<file path="src/rtl/mem_ctrl_burst_if.sv">
// Requester/RAM-side bundle for mem_ctrl_burst: icache line fills, LSB loads/stores, byte RAM port.
interface mem_ctrl_burst_if #(
    parameter int ADDR_WIDTH = 32,
    parameter int LINE_WORDS = 4
);
    logic                      icache_req;
    logic [ADDR_WIDTH-1:0]     icache_addr;
    logic                      icache_done;
    logic [32*LINE_WORDS-1:0]  icache_line;
    logic                      lsb_req;
    logic                      lsb_we;
    logic [1:0]                lsb_size;
    logic                      lsb_signed;
    logic [ADDR_WIDTH-1:0]     lsb_addr;
    logic [31:0]               lsb_wdata;
    logic                      lsb_done;
    logic [31:0]               lsb_rdata;
    logic                      uart_full;
    logic [7:0]                mem_din;
    logic [7:0]                mem_dout;
    logic [ADDR_WIDTH-1:0]     mem_a;
    logic                      mem_wr;

    modport slave (
        input  icache_req, icache_addr, lsb_req, lsb_we, lsb_size, lsb_signed,
               lsb_addr, lsb_wdata, uart_full, mem_din,
        output icache_done, icache_line, lsb_done, lsb_rdata, mem_dout, mem_a, mem_wr
    );

    modport master (
        output icache_req, icache_addr, lsb_req, lsb_we, lsb_size, lsb_signed,
               lsb_addr, lsb_wdata, uart_full, mem_din,
        input  icache_done, icache_line, lsb_done, lsb_rdata, mem_dout, mem_a, mem_wr
    );
endinterface

</file>
<file path="src/rtl/mem_ctrl_burst.sv">
// Byte-serial RAM controller arbitrating LSB loads/stores over ICache line fills.
// Optional abort-on-flush for fetches/loads is enabled by defining MEMCTRL_FLUSH_EN.
module mem_ctrl_burst #(
    parameter int                    ADDR_WIDTH   = 32,
    parameter int                    LINE_WORDS   = 4,
    parameter logic [ADDR_WIDTH-1:0] IO_ADDR_BASE = ADDR_WIDTH'(32'h30000)
) (
    input  logic             clk,
    input  logic             rst,
    input  logic             i_rdy,
`ifdef MEMCTRL_FLUSH_EN
    input  logic             i_flush,
`endif
    mem_ctrl_burst_if.slave  bus
);
    localparam int FETCH_BYTES = 4 * LINE_WORDS;
    localparam int CW          = $clog2(FETCH_BYTES + 1);
    localparam int LW          = 32 * LINE_WORDS;

    typedef enum logic [2:0] {S_IDLE, S_FETCH, S_LOAD, S_STORE, S_DONE, S_GAP} state_t;

    state_t                r_state, w_state_nxt;
    logic [CW-1:0]         r_cnt, w_cnt_nxt;
    logic [CW-1:0]         r_n, w_n_nxt;
    logic [ADDR_WIDTH-1:0] r_mem_a, w_mem_a_nxt;
    logic [7:0]            r_mem_dout, w_mem_dout_nxt;
    logic                  r_mem_wr, w_mem_wr_nxt;
    logic [31:0]           r_ldbuf, w_ldbuf_nxt;
    logic [LW-1:0]         r_line, w_line_nxt;
    logic [31:0]           r_rdata, w_rdata_nxt;
    logic                  r_icache_done, w_icache_done_nxt;
    logic                  r_lsb_done, w_lsb_done_nxt;
    logic                  w_flush;
    logic                  w_stall;

    function automatic logic [CW-1:0] size_bytes(input logic [1:0] size);
        case (size)
            2'd0:    return CW'(1);
            2'd1:    return CW'(2);
            default: return CW'(4);
        endcase
    endfunction

    function automatic logic [31:0] load_ext(input logic [31:0] b, input logic [CW-1:0] n,
                                             input logic sgn);
        if (n == CW'(1))      return {{24{sgn & b[7]}}, b[7:0]};
        else if (n == CW'(2)) return {{16{sgn & b[15]}}, b[15:0]};
        else                  return b;
    endfunction

`ifdef MEMCTRL_FLUSH_EN
    assign w_flush = i_flush;
`else
    assign w_flush = 1'b0;
`endif

    // An IO byte waits on a full UART without advancing; ordinary RAM stores never stall.
    assign w_stall = (r_state == S_STORE) && (r_mem_a >= IO_ADDR_BASE) && bus.uart_full;

    always_comb begin
        w_state_nxt       = r_state;
        w_cnt_nxt         = r_cnt;
        w_n_nxt           = r_n;
        w_mem_a_nxt       = r_mem_a;
        w_mem_dout_nxt    = r_mem_dout;
        w_mem_wr_nxt      = r_mem_wr;
        w_ldbuf_nxt       = r_ldbuf;
        w_line_nxt        = r_line;
        w_rdata_nxt       = r_rdata;
        w_icache_done_nxt = 1'b0;
        w_lsb_done_nxt    = 1'b0;
        unique case (r_state)
            S_IDLE: begin
                if (!w_flush) begin
                    if (bus.lsb_req) begin
                        w_cnt_nxt   = '0;
                        w_n_nxt     = size_bytes(bus.lsb_size);
                        w_mem_a_nxt = bus.lsb_addr;
                        if (bus.lsb_we) begin
                            w_state_nxt    = S_STORE;
                            w_mem_wr_nxt   = 1'b1;
                            w_mem_dout_nxt = bus.lsb_wdata[7:0];
                        end else begin
                            w_state_nxt = S_LOAD;
                        end
                    end else if (bus.icache_req) begin
                        w_state_nxt = S_FETCH;
                        w_cnt_nxt   = '0;
                        w_n_nxt     = CW'(FETCH_BYTES);
                        w_mem_a_nxt = bus.icache_addr;
                    end
                end
            end
            S_FETCH, S_LOAD: begin
                // Byte cnt-1 was addressed last cycle and is on mem_din now.
                for (int b = 0; b < FETCH_BYTES; b++) begin
                    if (r_state == S_FETCH && r_cnt == CW'(b + 1))
                        w_line_nxt[8*b +: 8] = bus.mem_din;
                end
                for (int b = 0; b < 4; b++) begin
                    if (r_state == S_LOAD && r_cnt == CW'(b + 1))
                        w_ldbuf_nxt[8*b +: 8] = bus.mem_din;
                end
                if (r_cnt == r_n) begin
                    w_state_nxt = S_DONE;
                    if (r_state == S_FETCH) begin
                        w_icache_done_nxt = 1'b1;
                    end else begin
                        w_lsb_done_nxt = 1'b1;
                        w_rdata_nxt    = load_ext(w_ldbuf_nxt, r_n, bus.lsb_signed);
                    end
                end else if (r_cnt == r_n - CW'(1)) begin
                    w_mem_a_nxt = '0;
                    w_cnt_nxt   = r_cnt + CW'(1);
                end else begin
                    w_mem_a_nxt = r_mem_a + ADDR_WIDTH'(1);
                    w_cnt_nxt   = r_cnt + CW'(1);
                end
                if (w_flush) begin
                    w_state_nxt       = S_IDLE;
                    w_mem_a_nxt       = '0;
                    w_mem_wr_nxt      = 1'b0;
                    w_icache_done_nxt = 1'b0;
                    w_lsb_done_nxt    = 1'b0;
                end
            end
            S_STORE: begin
                if (!w_stall) begin
                    if (r_cnt == r_n - CW'(1)) begin
                        w_state_nxt    = S_DONE;
                        w_lsb_done_nxt = 1'b1;
                        w_mem_wr_nxt   = 1'b0;
                        w_mem_a_nxt    = '0;
                    end else begin
                        w_cnt_nxt      = r_cnt + CW'(1);
                        w_mem_a_nxt    = r_mem_a + ADDR_WIDTH'(1);
                        w_mem_dout_nxt = 8'(bus.lsb_wdata >> {r_cnt[1:0] + 2'd1, 3'b000});
                    end
                end
            end
            S_DONE: begin
                w_state_nxt  = S_GAP;
                w_mem_wr_nxt = 1'b0;
                w_mem_a_nxt  = '0;
            end
            S_GAP: begin
                w_state_nxt = S_IDLE;
            end
            default: begin
                w_state_nxt = S_IDLE;
            end
        endcase
    end

    always_ff @(posedge clk or negedge rst) begin
        if (!rst) begin
            r_state       <= S_IDLE;
            r_cnt         <= '0;
            r_n           <= '0;
            r_mem_a       <= '0;
            r_mem_dout    <= '0;
            r_mem_wr      <= 1'b0;
            r_ldbuf       <= '0;
            r_line        <= '0;
            r_rdata       <= '0;
            r_icache_done <= 1'b0;
            r_lsb_done    <= 1'b0;
        end else if (i_rdy) begin
            r_state       <= w_state_nxt;
            r_cnt         <= w_cnt_nxt;
            r_n           <= w_n_nxt;
            r_mem_a       <= w_mem_a_nxt;
            r_mem_dout    <= w_mem_dout_nxt;
            r_mem_wr      <= w_mem_wr_nxt;
            r_ldbuf       <= w_ldbuf_nxt;
            r_line        <= w_line_nxt;
            r_rdata       <= w_rdata_nxt;
            r_icache_done <= w_icache_done_nxt;
            r_lsb_done    <= w_lsb_done_nxt;
        end
    end

    assign bus.mem_a       = r_mem_a;
    assign bus.mem_dout    = r_mem_dout;
    assign bus.mem_wr      = r_mem_wr & ~w_stall;
    assign bus.icache_done = r_icache_done;
    assign bus.icache_line = r_line;
    assign bus.lsb_done    = r_lsb_done;
    assign bus.lsb_rdata   = r_rdata;
endmodule
</file>
<file path="src/flat_wrapper.sv">
// flat-port wrapper written by rule: the top's interface ports become plain ports
module mem_ctrl_burst_flat 
#(
    parameter int                    ADDR_WIDTH   = 32,
    parameter int                    LINE_WORDS   = 4,
    parameter logic [ADDR_WIDTH-1:0] IO_ADDR_BASE = ADDR_WIDTH'(32'h30000)
)
  (clk, rst, i_rdy, bus_icache_req, bus_icache_addr, bus_lsb_req, bus_lsb_we, bus_lsb_size, bus_lsb_signed, bus_lsb_addr, bus_lsb_wdata, bus_uart_full, bus_mem_din, bus_icache_done, bus_icache_line, bus_lsb_done, bus_lsb_rdata, bus_mem_dout, bus_mem_a, bus_mem_wr);
  mem_ctrl_burst_if #(.ADDR_WIDTH(ADDR_WIDTH), .LINE_WORDS(LINE_WORDS)) bus_i ();
  input  logic clk;
  input  logic rst;
  input  logic i_rdy;
  input wire logic [$bits(bus_i.icache_req)-1:0] bus_icache_req;
  input wire logic [$bits(bus_i.icache_addr)-1:0] bus_icache_addr;
  input wire logic [$bits(bus_i.lsb_req)-1:0] bus_lsb_req;
  input wire logic [$bits(bus_i.lsb_we)-1:0] bus_lsb_we;
  input wire logic [$bits(bus_i.lsb_size)-1:0] bus_lsb_size;
  input wire logic [$bits(bus_i.lsb_signed)-1:0] bus_lsb_signed;
  input wire logic [$bits(bus_i.lsb_addr)-1:0] bus_lsb_addr;
  input wire logic [$bits(bus_i.lsb_wdata)-1:0] bus_lsb_wdata;
  input wire logic [$bits(bus_i.uart_full)-1:0] bus_uart_full;
  input wire logic [$bits(bus_i.mem_din)-1:0] bus_mem_din;
  output wire logic [$bits(bus_i.icache_done)-1:0] bus_icache_done;
  output wire logic [$bits(bus_i.icache_line)-1:0] bus_icache_line;
  output wire logic [$bits(bus_i.lsb_done)-1:0] bus_lsb_done;
  output wire logic [$bits(bus_i.lsb_rdata)-1:0] bus_lsb_rdata;
  output wire logic [$bits(bus_i.mem_dout)-1:0] bus_mem_dout;
  output wire logic [$bits(bus_i.mem_a)-1:0] bus_mem_a;
  output wire logic [$bits(bus_i.mem_wr)-1:0] bus_mem_wr;
  assign bus_i.icache_req = bus_icache_req;
  assign bus_i.icache_addr = bus_icache_addr;
  assign bus_i.lsb_req = bus_lsb_req;
  assign bus_i.lsb_we = bus_lsb_we;
  assign bus_i.lsb_size = bus_lsb_size;
  assign bus_i.lsb_signed = bus_lsb_signed;
  assign bus_i.lsb_addr = bus_lsb_addr;
  assign bus_i.lsb_wdata = bus_lsb_wdata;
  assign bus_i.uart_full = bus_uart_full;
  assign bus_i.mem_din = bus_mem_din;
  assign bus_icache_done = bus_i.icache_done;
  assign bus_icache_line = bus_i.icache_line;
  assign bus_lsb_done = bus_i.lsb_done;
  assign bus_lsb_rdata = bus_i.lsb_rdata;
  assign bus_mem_dout = bus_i.mem_dout;
  assign bus_mem_a = bus_i.mem_a;
  assign bus_mem_wr = bus_i.mem_wr;
  mem_ctrl_burst #(.ADDR_WIDTH(ADDR_WIDTH), .LINE_WORDS(LINE_WORDS), .IO_ADDR_BASE(IO_ADDR_BASE)) u_core (.clk(clk), .rst(rst), .i_rdy(i_rdy), .bus(bus_i));
endmodule
</file>
<file path="config.mk">
export PLATFORM = sky130hd
export DESIGN_NAME = mem_ctrl_burst_flat
export DESIGN_NICKNAME = d
export VERILOG_FILES = /design/src/rtl/mem_ctrl_burst_if.sv /design/src/rtl/mem_ctrl_burst.sv /design/src/flat_wrapper.sv
export SDC_FILE = /design/constraint.sdc
export NUM_CORES = 1
export LEC_CHECK = 0
export ABC_AREA = 1
export CAP_MARGIN = 10
export CORE_MARGIN = 1
export CORE_UTILIZATION = 54
export DETAILED_ROUTE_END_ITERATION = 8
export PLACE_DENSITY = 0.95
export SYNTH_ARGS = -nofsm -noshare
export SYNTH_HDL_FRONTEND = slang
export SYNTH_SLANG_ARGS = --single-unit
</file>
<file path="constraint.sdc">
create_clock -name clk -period 4.5 [get_ports clk]
set_input_delay 0.9 -clock clk [delete_from_list [all_inputs] [get_ports clk]]
set_output_delay 0.9 -clock clk [all_outputs]
set_load 0.05 [all_outputs]
</file>
==> impl_metrics.yaml <==
floorplanning:
  die_height_um: 154.2
  initial_core_util_pct: 55.11
  fp.dieW_um: 154.2
  rows: 55
  ios: 317
  fp.coreArea_um2: 22710
  die_area_um2: 23790
route:
  drtIter0Drc: 1041
  wl_mm: 38.35
  drt_pre_antenna_iters: 6
  drc: 0
  vias_per_cell: 5.614
  ant_nets: 0
  routedWlPerCell_um: 17.42
  routed-via-count: 12360
cts:
  post_cts_buffers: 0
  hold_buffers: 0
  cts_sinks: 247
  clockBufferDepth: 3
  cts_tree: "done"
  clk_pin_slew_ns: 0.06
  htree_levels: 1
  clkLatencyLatePin_ns: 0.53
  cts_resized: 0
  cts_buffers: 26
  cts-root-buf: "clkbuf_16"
setup_path:
  cp.arrival_ns: 2.71
  worstPathRequired_ns: 3.60
  cp_slowest_stage_delay_ns: 0.70
  end_kind: "primary output"
  crit_path_start_kind: "register"
  path_class: "reg -> out"
  path_max_fanout: 11
  slowest_stage: "clkdlybuf4s50_1"
  path_cells: "inv_2 > nand3_1 > nor2_1 > a21oi_1 > clkdlybuf4s50_1"
synth:
  yosysWarningCount: 0
  synth_seq_area_share_pct: 49.39
  synth_edf_count: 0
  synth_seq_cells: 247
  synth_nets: 1745
  synthArstFlopShare_pct: 100.0
  synthTopCellsByArea: "dfrtp_1, nand2_1, o21ai_0"
  synthCells: 1620
  syn-cell-area_um2: 12510
  synthFlopType: "dfrtp_1"
  synth.avg_cell_area_um2: 7.725
  yosys.area.top_type: "dfrtp_1"
  yosysUniqueCellTypes: 42
  synth_top_area_share_pct: 49.39
placed_design:
  dp.cells: 2157
  dp_hpwl_mm: 26.94
  gp_congestion: 0.9586
  port-buffer-count: 316
layout:
  final_cells: 2202
  area_growth_pct: 32.68
  final_nets: 2025
  fill_cells: 1642
  drive_gt1_share_pct: 6.051
  multiInputGateArea_um2: 5477
  final_common_cell: "nand2_1"
  final_cell_mix: "nand2_1, clkdlybuf4s50_1, dfrtp_1"
  antennaDiodeCount: 0
  regArea_um2: 6181
global_routing:
  grt_max_degree: 102
  track_usage_pct: 32.16
  grt_overflow: 0
  grt_pass1_vias: 12030
  antenna_found_initial: 0
  grt_pass1_wl_mm: 60.86
power_and_ir_drop:
  power_density_nw_per_um2: 595.6
  power_leakage_nw: 7.735
  ir_worst_vdd_mv: 0.3509
timing:
  max_freq_ghz: 0.2768
  maxSlewHeadroom_pct: 43.84
  slew_viol_final: 0
  grt_setup_unrepaired: "no"
  fin_crit_ns: 3.613
  worst_pin_slew_ns: 0.8415
  hold_viol: 0
  clock_skew_ns: 0.008885
  post-route-period-util_pct: 80.29
  setup_viol: 0
  setup_tns_ns: 0
job:
  drv_cap: 0
worst_hold_path:
  holdCritPathClass: "in -> async"
status:
  status: "finished, final reports clean"
[cell type report]
class                      instances  share of cell area, %
timing repair buffer             322                  19.43
clock buffer                      42                  4.823
sequential                       247                  37.22
tap                              285                  2.148
clock inverter                     3                 0.3089
multi-input combinational       1167                  32.98
inverter                         136                  3.089
[Yosys cell counts, types with 2 or more instances]
library cell  number
nor2_4             5
nor2_2            13
xor2_1             7
a21boi_0           4
a2bb2oi_1          8
or2_2             20
a21oi_1           35
o21ai_1           12
nand2_4            2
nor3_1            13
buf_2             17
nand2_2            5
xnor2_1            4
buf_6              4
nand4_1           18
or2_1              3
dfrtp_1          247
a21boi_1          12
nand3_1           52
o211ai_1          28
o21ai_0          205
nor2_1            89
ha_1              11
clkbuf_1          41
nand3_2            5
nand3b_1           3
o21bai_1           2
buf_4              8
inv_1            124
a21oi_2            7
inv_2             10
nand2_1          596
[final timing paths]
kind                                              from                          to  slack [ns]  cells past startpoint
min in group clk                u_core.bus.mem_dout[2]      u_core.bus.mem_dout[2]        0.47                      2
max in group asynchronous                          rst  u_core.bus.icache_line[83]        2.93                      2
worst max register to register       u_core.r_state[2]        u_core.bus.mem_a[27]        1.48                      9
worst min register to register  u_core.bus.mem_dout[2]      u_core.bus.mem_dout[2]        0.47                      2
worst max-delay path                 u_core.r_state[2]                  bus_mem_wr        0.89                      5
worst min-delay path                               rst   u_core.bus.icache_line[3]        0.37                      1
[power breakdown]
| part | total (mW) | switching (mW) | internal, mW |
|---|---|---|---|
| clock | 2.12 | 0.860 | 1.26 |
| combinational | 4.54 | 3.09 | 1.45 |
| sequential | 3.23 | 0.514 | 2.71 |
| total | 9.89 | 4.46 | 5.43 |
[cells by family after synthesis]
group | count (synthesis) | synth area share (%)
and+or+nand+nor | 827 | 27.63
muxes | 1 | 0.08998
adders and majority gates | 11 | 1.100
DFF | 247 | 49.39
AOI/OAI and AO/OA | 317 | 14.17
xor gates and xnor gates | 11 | 0.7698
buffers and inverters | 206 | 6.849
[flip-flops by register name (all words and copies together) (netlist names)]
| name | count |
|---|---|
| u_core.bus.mem_a | 32 |
| u_core.bus.lsb_done | 1 |
| u_core.bus.icache_done | 1 |
| u_core.bus.lsb_rdata | 32 |
| u_core.r_mem_wr | 1 |
| u_core.r_state | 3 |
| u_core.bus.icache_line | 128 |
| u_core.r_cnt | 5 |
| u_core.r_n | 4 |
| u_core.r_ldbuf | 32 |
| u_core.bus.mem_dout | 8 |
[critical path, delay by kind of cell (launching register included)]
family | cells | cell delay (ns)
simple gates | 2 | 0.80
compound gates | 1 | 0.10
buf+inv | 2 | 0.83
flops | 1 | 0.46
[metrics by stage]
stage	cell area (µm²)	setup WS, ns	hold slack [ns]	total power [mW]	utilization (%)
finish	16600	0.8871	0.3729	9.890	73.12
CTS	16600	0.9355	0.4236	9.883	73.12
global placement	15750	1.236	0.4527	7.604	69.37
floorplan	12510	1.837	0.4492	6.242	-
detailed placement	15750	1.226	0.4583	7.735	69.37
global route	16600	0.8295	0.4391	10.38	73.12
[metal layers]
metal | wire length, µm | vias up | global-route usage [%]
met5 | 0 | - | 0
met4 | 1713 | 0 | 14.62
met3 | 3247 | 127 | 5.912
met2 | 18560 | 669 | 55.39
met1 | 14830 | 5804 | 39.43
li1 | - | 5763 | -
Power figures use the tool's default switching activity.
